<file path="src/rtl/deserializer.sv">
// MSB-first serial-to-parallel receiver with a single valid/ready holding register.
// Optional dropped-frame counter (err_cnt_o) enabled by defining DESER_ERR_CNT_EN.
module deserializer #(
    parameter int unsigned DATA_W = 16,
    parameter int unsigned CNT_W  = $clog2(DATA_W) + 1
) (
    input  logic              clk_i,
    input  logic              srst_i,
    input  logic              ser_data_i,
    input  logic              ser_data_val_i,
    input  logic              busy_i,
    output logic [DATA_W-1:0] data_o,
    output logic [CNT_W-1:0]  data_mod_o,
    output logic              data_val_o,
    input  logic              data_rdy_i,
`ifdef DESER_ERR_CNT_EN
    output logic [7:0]        err_cnt_o,
`endif
    output logic              ovf_o
);

    typedef enum logic {
        IDLE,
        COLLECT
    } state_t;

    state_t            state_q, state_d;
    logic [CNT_W-1:0]  cnt_q, cnt_d;
    logic [DATA_W-1:0] sr_q, sr_d;

    logic              close_c;
    logic [DATA_W-1:0] close_word_c;
    logic [CNT_W-1:0]  close_cnt_c;
    logic [DATA_W-1:0] sr_shift_c;
    logic [CNT_W-1:0]  cnt_inc_c;
    logic              pop_c;
    logic              load_c;
    logic              drop_c;

    // Collector state register
    always_ff @(posedge clk_i) begin
        if (srst_i) begin
            state_q <= IDLE;
            cnt_q   <= '0;
            sr_q    <= '0;
        end else begin
            state_q <= state_d;
            cnt_q   <= cnt_d;
            sr_q    <= sr_d;
        end
    end

    // Collector next state and frame-close detection; a full word wins over busy
    always_comb begin
        state_d      = state_q;
        cnt_d        = cnt_q;
        sr_d         = sr_q;
        close_c      = 1'b0;
        close_word_c = '0;
        close_cnt_c  = '0;
        sr_shift_c   = {sr_q[DATA_W-2:0], ser_data_i};
        cnt_inc_c    = CNT_W'(cnt_q + 1'b1);

        if (ser_data_val_i) begin
            if (cnt_inc_c == CNT_W'(DATA_W)) begin
                close_c      = 1'b1;
                close_word_c = sr_shift_c;
                close_cnt_c  = cnt_inc_c;
                state_d      = IDLE;
                cnt_d        = '0;
                sr_d         = '0;
            end else begin
                state_d = COLLECT;
                cnt_d   = cnt_inc_c;
                sr_d    = sr_shift_c;
            end
        end else if ((state_q == COLLECT) && !busy_i) begin
            close_c      = 1'b1;
            close_word_c = sr_q << (DATA_W - 32'(cnt_q));
            close_cnt_c  = cnt_q;
            state_d      = IDLE;
            cnt_d        = '0;
            sr_d         = '0;
        end
    end

    assign pop_c  = data_val_o & data_rdy_i;
    assign load_c = close_c & (~data_val_o | pop_c);
    assign drop_c = close_c & data_val_o & ~data_rdy_i;

    // Holding register; a pop in the close cycle frees the slot for the new word
    always_ff @(posedge clk_i) begin
        if (srst_i) begin
            data_o     <= '0;
            data_mod_o <= '0;
            data_val_o <= 1'b0;
            ovf_o      <= 1'b0;
        end else begin
            ovf_o <= drop_c;
            if (load_c) begin
                data_o     <= close_word_c;
                data_mod_o <= close_cnt_c;
                data_val_o <= 1'b1;
            end else if (pop_c) begin
                data_val_o <= 1'b0;
            end
        end
    end

`ifdef DESER_ERR_CNT_EN
    // Saturating dropped-frame counter
    always_ff @(posedge clk_i) begin
        if (srst_i) begin
            err_cnt_o <= '0;
        end else if (drop_c && (err_cnt_o != 8'hFF)) begin
            err_cnt_o <= 8'(err_cnt_o + 8'd1);
        end
    end
`endif

endmodule
</file>
<file path="config.mk">
export PLATFORM = sky130hd
export DESIGN_NAME = deserializer
export DESIGN_NICKNAME = d
export VERILOG_FILES = /design/src/rtl/deserializer.sv
export SDC_FILE = /design/constraint.sdc
export NUM_CORES = 1
export LEC_CHECK = 0
export CAP_MARGIN = 10
export CELL_PAD_IN_SITES_DETAIL_PLACEMENT = 2
export CELL_PAD_IN_SITES_GLOBAL_PLACEMENT = 2
export CORE_ASPECT_RATIO = 0.9
export CORE_MARGIN = 2
export CORE_UTILIZATION = 43
export DETAILED_ROUTE_END_ITERATION = 7
export DONT_BUFFER_PORTS = 1
export GPL_ROUTABILITY_DRIVEN = 0
export GPL_TIMING_DRIVEN = 0
export HOLD_SLACK_MARGIN = 0.15
export PLACE_DENSITY_LB_ADDON = 0.1
export SLEW_MARGIN = 20
export SYNTH_ARGS = -nofsm -noshare
export SYNTH_HDL_FRONTEND = slang
export SYNTH_SLANG_ARGS = --single-unit
export TNS_END_PERCENT = 50
</file>
<file path="constraint.sdc">
create_clock -name clk_i -period 3.8 [get_ports clk_i]
set_input_delay 0 -clock clk_i [delete_from_list [all_inputs] [get_ports clk_i]]
set_output_delay 0 -clock clk_i [all_outputs]
set_load 0.01 [all_outputs]
</file>
* After elaboration in Yosys (flattened, before gate mapping)
Cells that the tools add are included.
** Cells by class
- $add $sub $neg :: 2
- Eq/ne operators :: 1
- Shift operators :: 1
- Mux-type cells :: 20
- Bitwise gates (word level) :: 7
- Reductions and logical operators :: 4
** Operators with widths (count)
- 16-bit two-way mux :: 6
- 16-bit by 32-bit left shift with 16-bit output :: 1
- 5-bit two-way mux :: 6
- 1-bit two-way mux :: 8
- 5-bit by 5-bit subtractor with 6-bit output, first input constant :: 1
- 5-bit by 1-bit adder with 5-bit output, second input constant :: 1
- 5-bit equality test, second input constant :: 1
- 1-bit bitwise AND :: 4
- 2-bit nonzero test :: 2
- 1-bit NOT :: 2
- 1-bit logical AND :: 1
- 1-bit logical NOT :: 1
- 1-bit bitwise OR :: 1
** Word-level totals
- Register bits after elaboration :: 45
- Input bits :: 6
- Output and inout port bits :: 23
- Word-level logic and storage cells :: 42

* Depth between registers and ports, before layout
- Depth after elaboration :: 6
- Mapped depth :: 11
- Depth with buffers taken out :: 7

* Worst setup path after synthesis
Ideal clock, no wire load.
- Kind :: flip-flop to flip-flop
- From :: register cnt_q[0]
- To :: register data_o[14]
- Setup time :: 134 ps
- Data arrival time :: 2163 ps
- Data required time :: 3666 ps
- Slack :: 1503 ps
- Cell stages (with the launch flop) :: 12
- Buffers on the path :: 4
- Period minus slack after synthesis :: 2297 ps
- Cell sequence :: dfxtp_1 > buf_6 > buf_4 > inv_1 > ha_1 > buf_2 > buf_2 > mux4_2 > nand2_1 > nand2_1 > a22oi_1 > a311oi_2
** Between the ends
- Longest elaborated chain between the ends :: 5
- Elaborated cells on any way between the ends :: 10
- Those cells by class :: 2 x add/sub; 1 x eq/ne; 1 x shift; 5 x mux; 1 x bitwise
** RTL lines
- from (decl) :: line 28 : logic [CNT_W-1:0] cnt_q, cnt_d;
- from (signal assigned) :: line 48 : cnt_q <= cnt_d;
- branches (longest 5 deep; another with 5-bit by 5-bit subtractor with 6-bit output)
- to (signal assigned) :: line 101 : data_o <= close_word_c;
- to (decl) :: line 12 : output logic [DATA_W-1:0] data_o,
Parallel ways; which one is timed is not known.
A chain may end at the register's enable or synchronous reset.

* Worst setup path in the final report
- From :: register cnt_q[0]
- To :: register data_o[13]
The elaborated chain is that of the path after synthesis.

==> results.txt <==
* Final setup fails: 0
* Post-DP Area: 0.00294 mm^2
- The worst path needs 2.96 ns of the cycle, external delays included.
- I/O Pins: 29
- Across the run, the number of max-cap violations was 0.
- The number of hold violations in the final report is 0.
- Based on the critical path, the design can be clocked at up to 0.338 GHz.
* Clk network pwr share: 30.3%
* Worst Setup End Kind: register
- RSZ-0062 raised after global routing: no
- Power dissipated by switching net loads: 281 uW
* Area growth, synth to finish: 7.87%
* Predominant post-synthesis flop cell: sky130_fd_sc_hd__dfxtp_1
* Critical path startpoint category: register
- Once detailed placement completed, the half-perimeter wirelength came to 7040 um.
* Initial core utilization: 43.7%
- Hold slack final: 0.163 ns
* CTS Root Buffer Type: sky130_fd_sc_hd__clkbuf_8
- Largest net degree at the start of global routing: 13
- Yosys warning count: 0
- The biggest area contributor in the post-synthesis netlist is sky130_fd_sc_hd__dfxtp_1.
* Period Utilization, post-route: 77.9%
- Of the cells placed in the final design, the portion with a size suffix greater than 1 is 19.4%.
* Setup CP Type: register to register
* Cell-by-cell listing of the critical path: buf_6 -> buf_4 -> inv_1 -> ha_1 -> xor2_2 -> and2_1 -> o21ai_1 -> a2111oi_0 -> o221a_1
* Syn_area_per_cell: 9.31 um^2
- Most frequent cells in the layout: sky130_fd_sc_hd__dfxtp_1 (45), sky130_fd_sc_hd__a21oi_1 (30), sky130_fd_sc_hd__nor2_1 (28), sky130_fd_sc_hd__nand2_1 (26), sky130_fd_sc_hd__a22oi_1 (23)
- In this run the standard cell core region covers 0.00648 mm^2.
- For met2 alone, demand over resource in global routing was 43.0%.
* ANT cells: 0
* Path type of the worst min-delay path: input port to register
- Sw Share: 29.5%
- Using the TritonRoute via totals, the vias-per-cell ratio works out to 6.20.
- Count of mapped cells out of synthesis: 304
* GR Util met1: 36.7%
- Via count of the first global-routing pass: 2560
* Clk slew on worst S/H paths: 0.08 ns
* Internal Pwr Total: 671 uW
- Registers are responsible for 52.0% of the overall power.
- The number of different library cells used by synthesis comes to 62.
* Asr flop ratio synth: 0%
- In this run the horizontal extent of the chip is 89.5 um.
* Routing usage on met3: 4.88%
* Req. time, crit path: 4.05 ns
- After global routing the overflow that remains totals 0.
- The first detailed-routing pass took 4 iterations.
- Final routed wire length divided by cell count: 22.5 um
- Post-route DRC: 0
- CTS built an H-tree with a depth of 2.
- The die is 81.0 um tall.
* Delay of the slowest critical-path stage: 0.72 ns
- Power per cell area: 312 mW/mm^2
- The final route contains 2511 vias.
- CP Buf/Inv Count: 3
* Maximum fanout along the worst path: 10
- In this run the tightest slew margin relative to its limit is 51.8%.
- Row count: 28
* # fillers: 715
* Combinational group share of total power: 17.6%
- Area taken by multi-input logic gates: 0.00174 mm^2
- The clock passes through at most 2 buffers.
- After layout, the design draws a total of 952 uW.
- Across the VDD grid, the largest voltage drop is 0.238 mV.
- Routed Antenna Nets: 0
- Most common cell after layout, fill and taps aside: sky130_fd_sc_hd__dfxtp_1
- Status: finished clean
* Seq/Total Area, Yosys: 31.8%
* Finished Cell Area: 0.00305 mm^2
- Wires add up to 9130 um.
- CTS buffer count: 5
- Of the post-synthesis cell area, the dominant cell type holds 31.8%.
* Kind of cell adding the most delay to the critical path: compound AO/OA/AOI/OAI gates
- Among all stages on the critical path, the largest delay is contributed by sky130_fd_sc_hd__a2111oi_0.
- Leakage power summed over all cells: 0.000979 uW
- For this block, the initial DRC count from the detailed router was 189.
* Synthesized net count: 313
* Overall track demand over capacity in global routing: 26.2%
* Count of flip-flops with a built-in enable after synthesis: 0
- Count of buffers inserted at the top-level ports: 0
- TritonCTS built the clock tree.
- Die area: 0.00725 mm^2
- Initial antenna violation count: 0
- Clock sinks: 45
* Final count of pins violating max slew: 0
- Global-route wire length before repair: 14200 um
- The cell area that synthesis handed to floorplanning was 0.00283 mm^2.
- The clock reaches the later pin of the worst-skew pair after 0.30 ns.
- Largest cells by area after synthesis: sky130_fd_sc_hd__dfxtp_1 (32%), sky130_fd_sc_hd__mux4_2 (10%), sky130_fd_sc_hd__a22oi_1 (6.1%)
- On the final layout, the worst clock skew is 0.00464 ns.
* WP data arrival: 3.21 ns
- The layer flagged by global routing as most heavily used is met2.
- Across the whole layout, storage elements account for 901 um^2.
- Net count of the finished layout: 323
- The synthesized design contains 45 register bits.
- Setup TNS: 0 ns
- At the pin with the least slew margin, the transition time is 0.704 ns.
- Once layout is complete, the utilization of the core stands at 47.1%.
worst register-to-register path: cells and delay by family, from the launching register on:
family,cells,cell delay [ns]
xor+xnor,1,0.42
fa+ha+maj,1,0.28
flops,1,0.38
compound gates,3,1.14
buf+inv,3,0.48
simple gates,1,0.20
power groups by stage:
stage / clock network, uW / registers (uW) / logic (uW)
floorplan: 0 / 503 / 124
global route: 315 / 497 / 181
CTS: 298 / 496 / 167
finish: 289 / 495 / 168
detailed placement: 0 / 507 / 164
global placement: 0 / 506 / 158
path summary, 6_finish.rpt:
check                                   start             to  slack, ns  cells after the start
worst max-delay path                 cnt_q[0]     data_o[13]       0.84                      9
worst min-delay path               data_rdy_i      data_o[7]       0.16                      3
worst max register to register       cnt_q[0]     data_o[13]       0.84                      9
worst min register to register  data_mod_o[3]  data_mod_o[3]       0.53                      2
flip-flops by register name (all words and copies together) (netlist names):
| register | count |
|---|---|
| sr_q | 16 |
| ovf_o | 1 |
| data_mod_o | 5 |
| data_o | 16 |
| data_val_o | 1 |
| cnt_q | 5 |
| state_q | 1 |
metrics by stage:
step           std cells  setup WS (ns)
2_1_floorplan        304           1.50
3_3_place_gp         394           1.00
3_5_place_dp         394          0.941
4_1_cts              405          0.917
5_1_grt              405          0.750
6_report             405          0.839
layer usage:
| layer | vias up | routed length, um |
|---|---|---|
| met5 | - | 0 |
| met4 | 0 | 51 |
| met3 | 4 | 433 |
| met2 | 58 | 4360 |
| met1 | 1276 | 4280 |
| li1 | 1173 | - |
cell usage after synthesis (3+ instances only):
cell type,number
sky130_fd_sc_hd__nor3_1,3
sky130_fd_sc_hd__nand2_1,26
sky130_fd_sc_hd__buf_2,8
sky130_fd_sc_hd__clkbuf_1,7
sky130_fd_sc_hd__nor4_1,3
sky130_fd_sc_hd__and3_1,3
sky130_fd_sc_hd__o31ai_1,3
sky130_fd_sc_hd__a311oi_1,7
sky130_fd_sc_hd__buf_6,4
sky130_fd_sc_hd__a22oi_1,23
sky130_fd_sc_hd__a32oi_1,3
sky130_fd_sc_hd__nor2_1,28
sky130_fd_sc_hd__mux2i_1,3
sky130_fd_sc_hd__o21ai_0,12
sky130_fd_sc_hd__dfxtp_1,45
sky130_fd_sc_hd__buf_4,7
sky130_fd_sc_hd__inv_1,6
sky130_fd_sc_hd__nand3_1,9
sky130_fd_sc_hd__a211oi_1,6
sky130_fd_sc_hd__mux4_2,13
sky130_fd_sc_hd__ha_1,3
sky130_fd_sc_hd__a21oi_1,30
sky130_fd_sc_hd__xnor2_1,3
layout make-up:
cell class              instances  share of cell area (%)
well taps                      90                    3.69
clock buffers                   8                    2.62
flip-flops and latches         45                    29.5
multi-input cells             226                    57.0
repair buffers                  3                   0.983
inverters                       6                   0.737
plain buffers                  27                    5.49
cell families after synthesis:
group           after synthesis  synth area share, %
compound gates              106                 27.2
simple gates                 93                 18.2
flops                        45                 31.8
buf+inv                      33                 6.72
mux                          17                 11.8
xor+xnor                      7                 2.96
fa+ha+maj                     3                 1.33
what timing repair did:
action	CTS	global route
hold buffers	3	0
hold endpoints to repair	6	0
setup buffers	0	0
resized for setup	0	0
No activity file was read; power rests on OpenSTA's default activity.
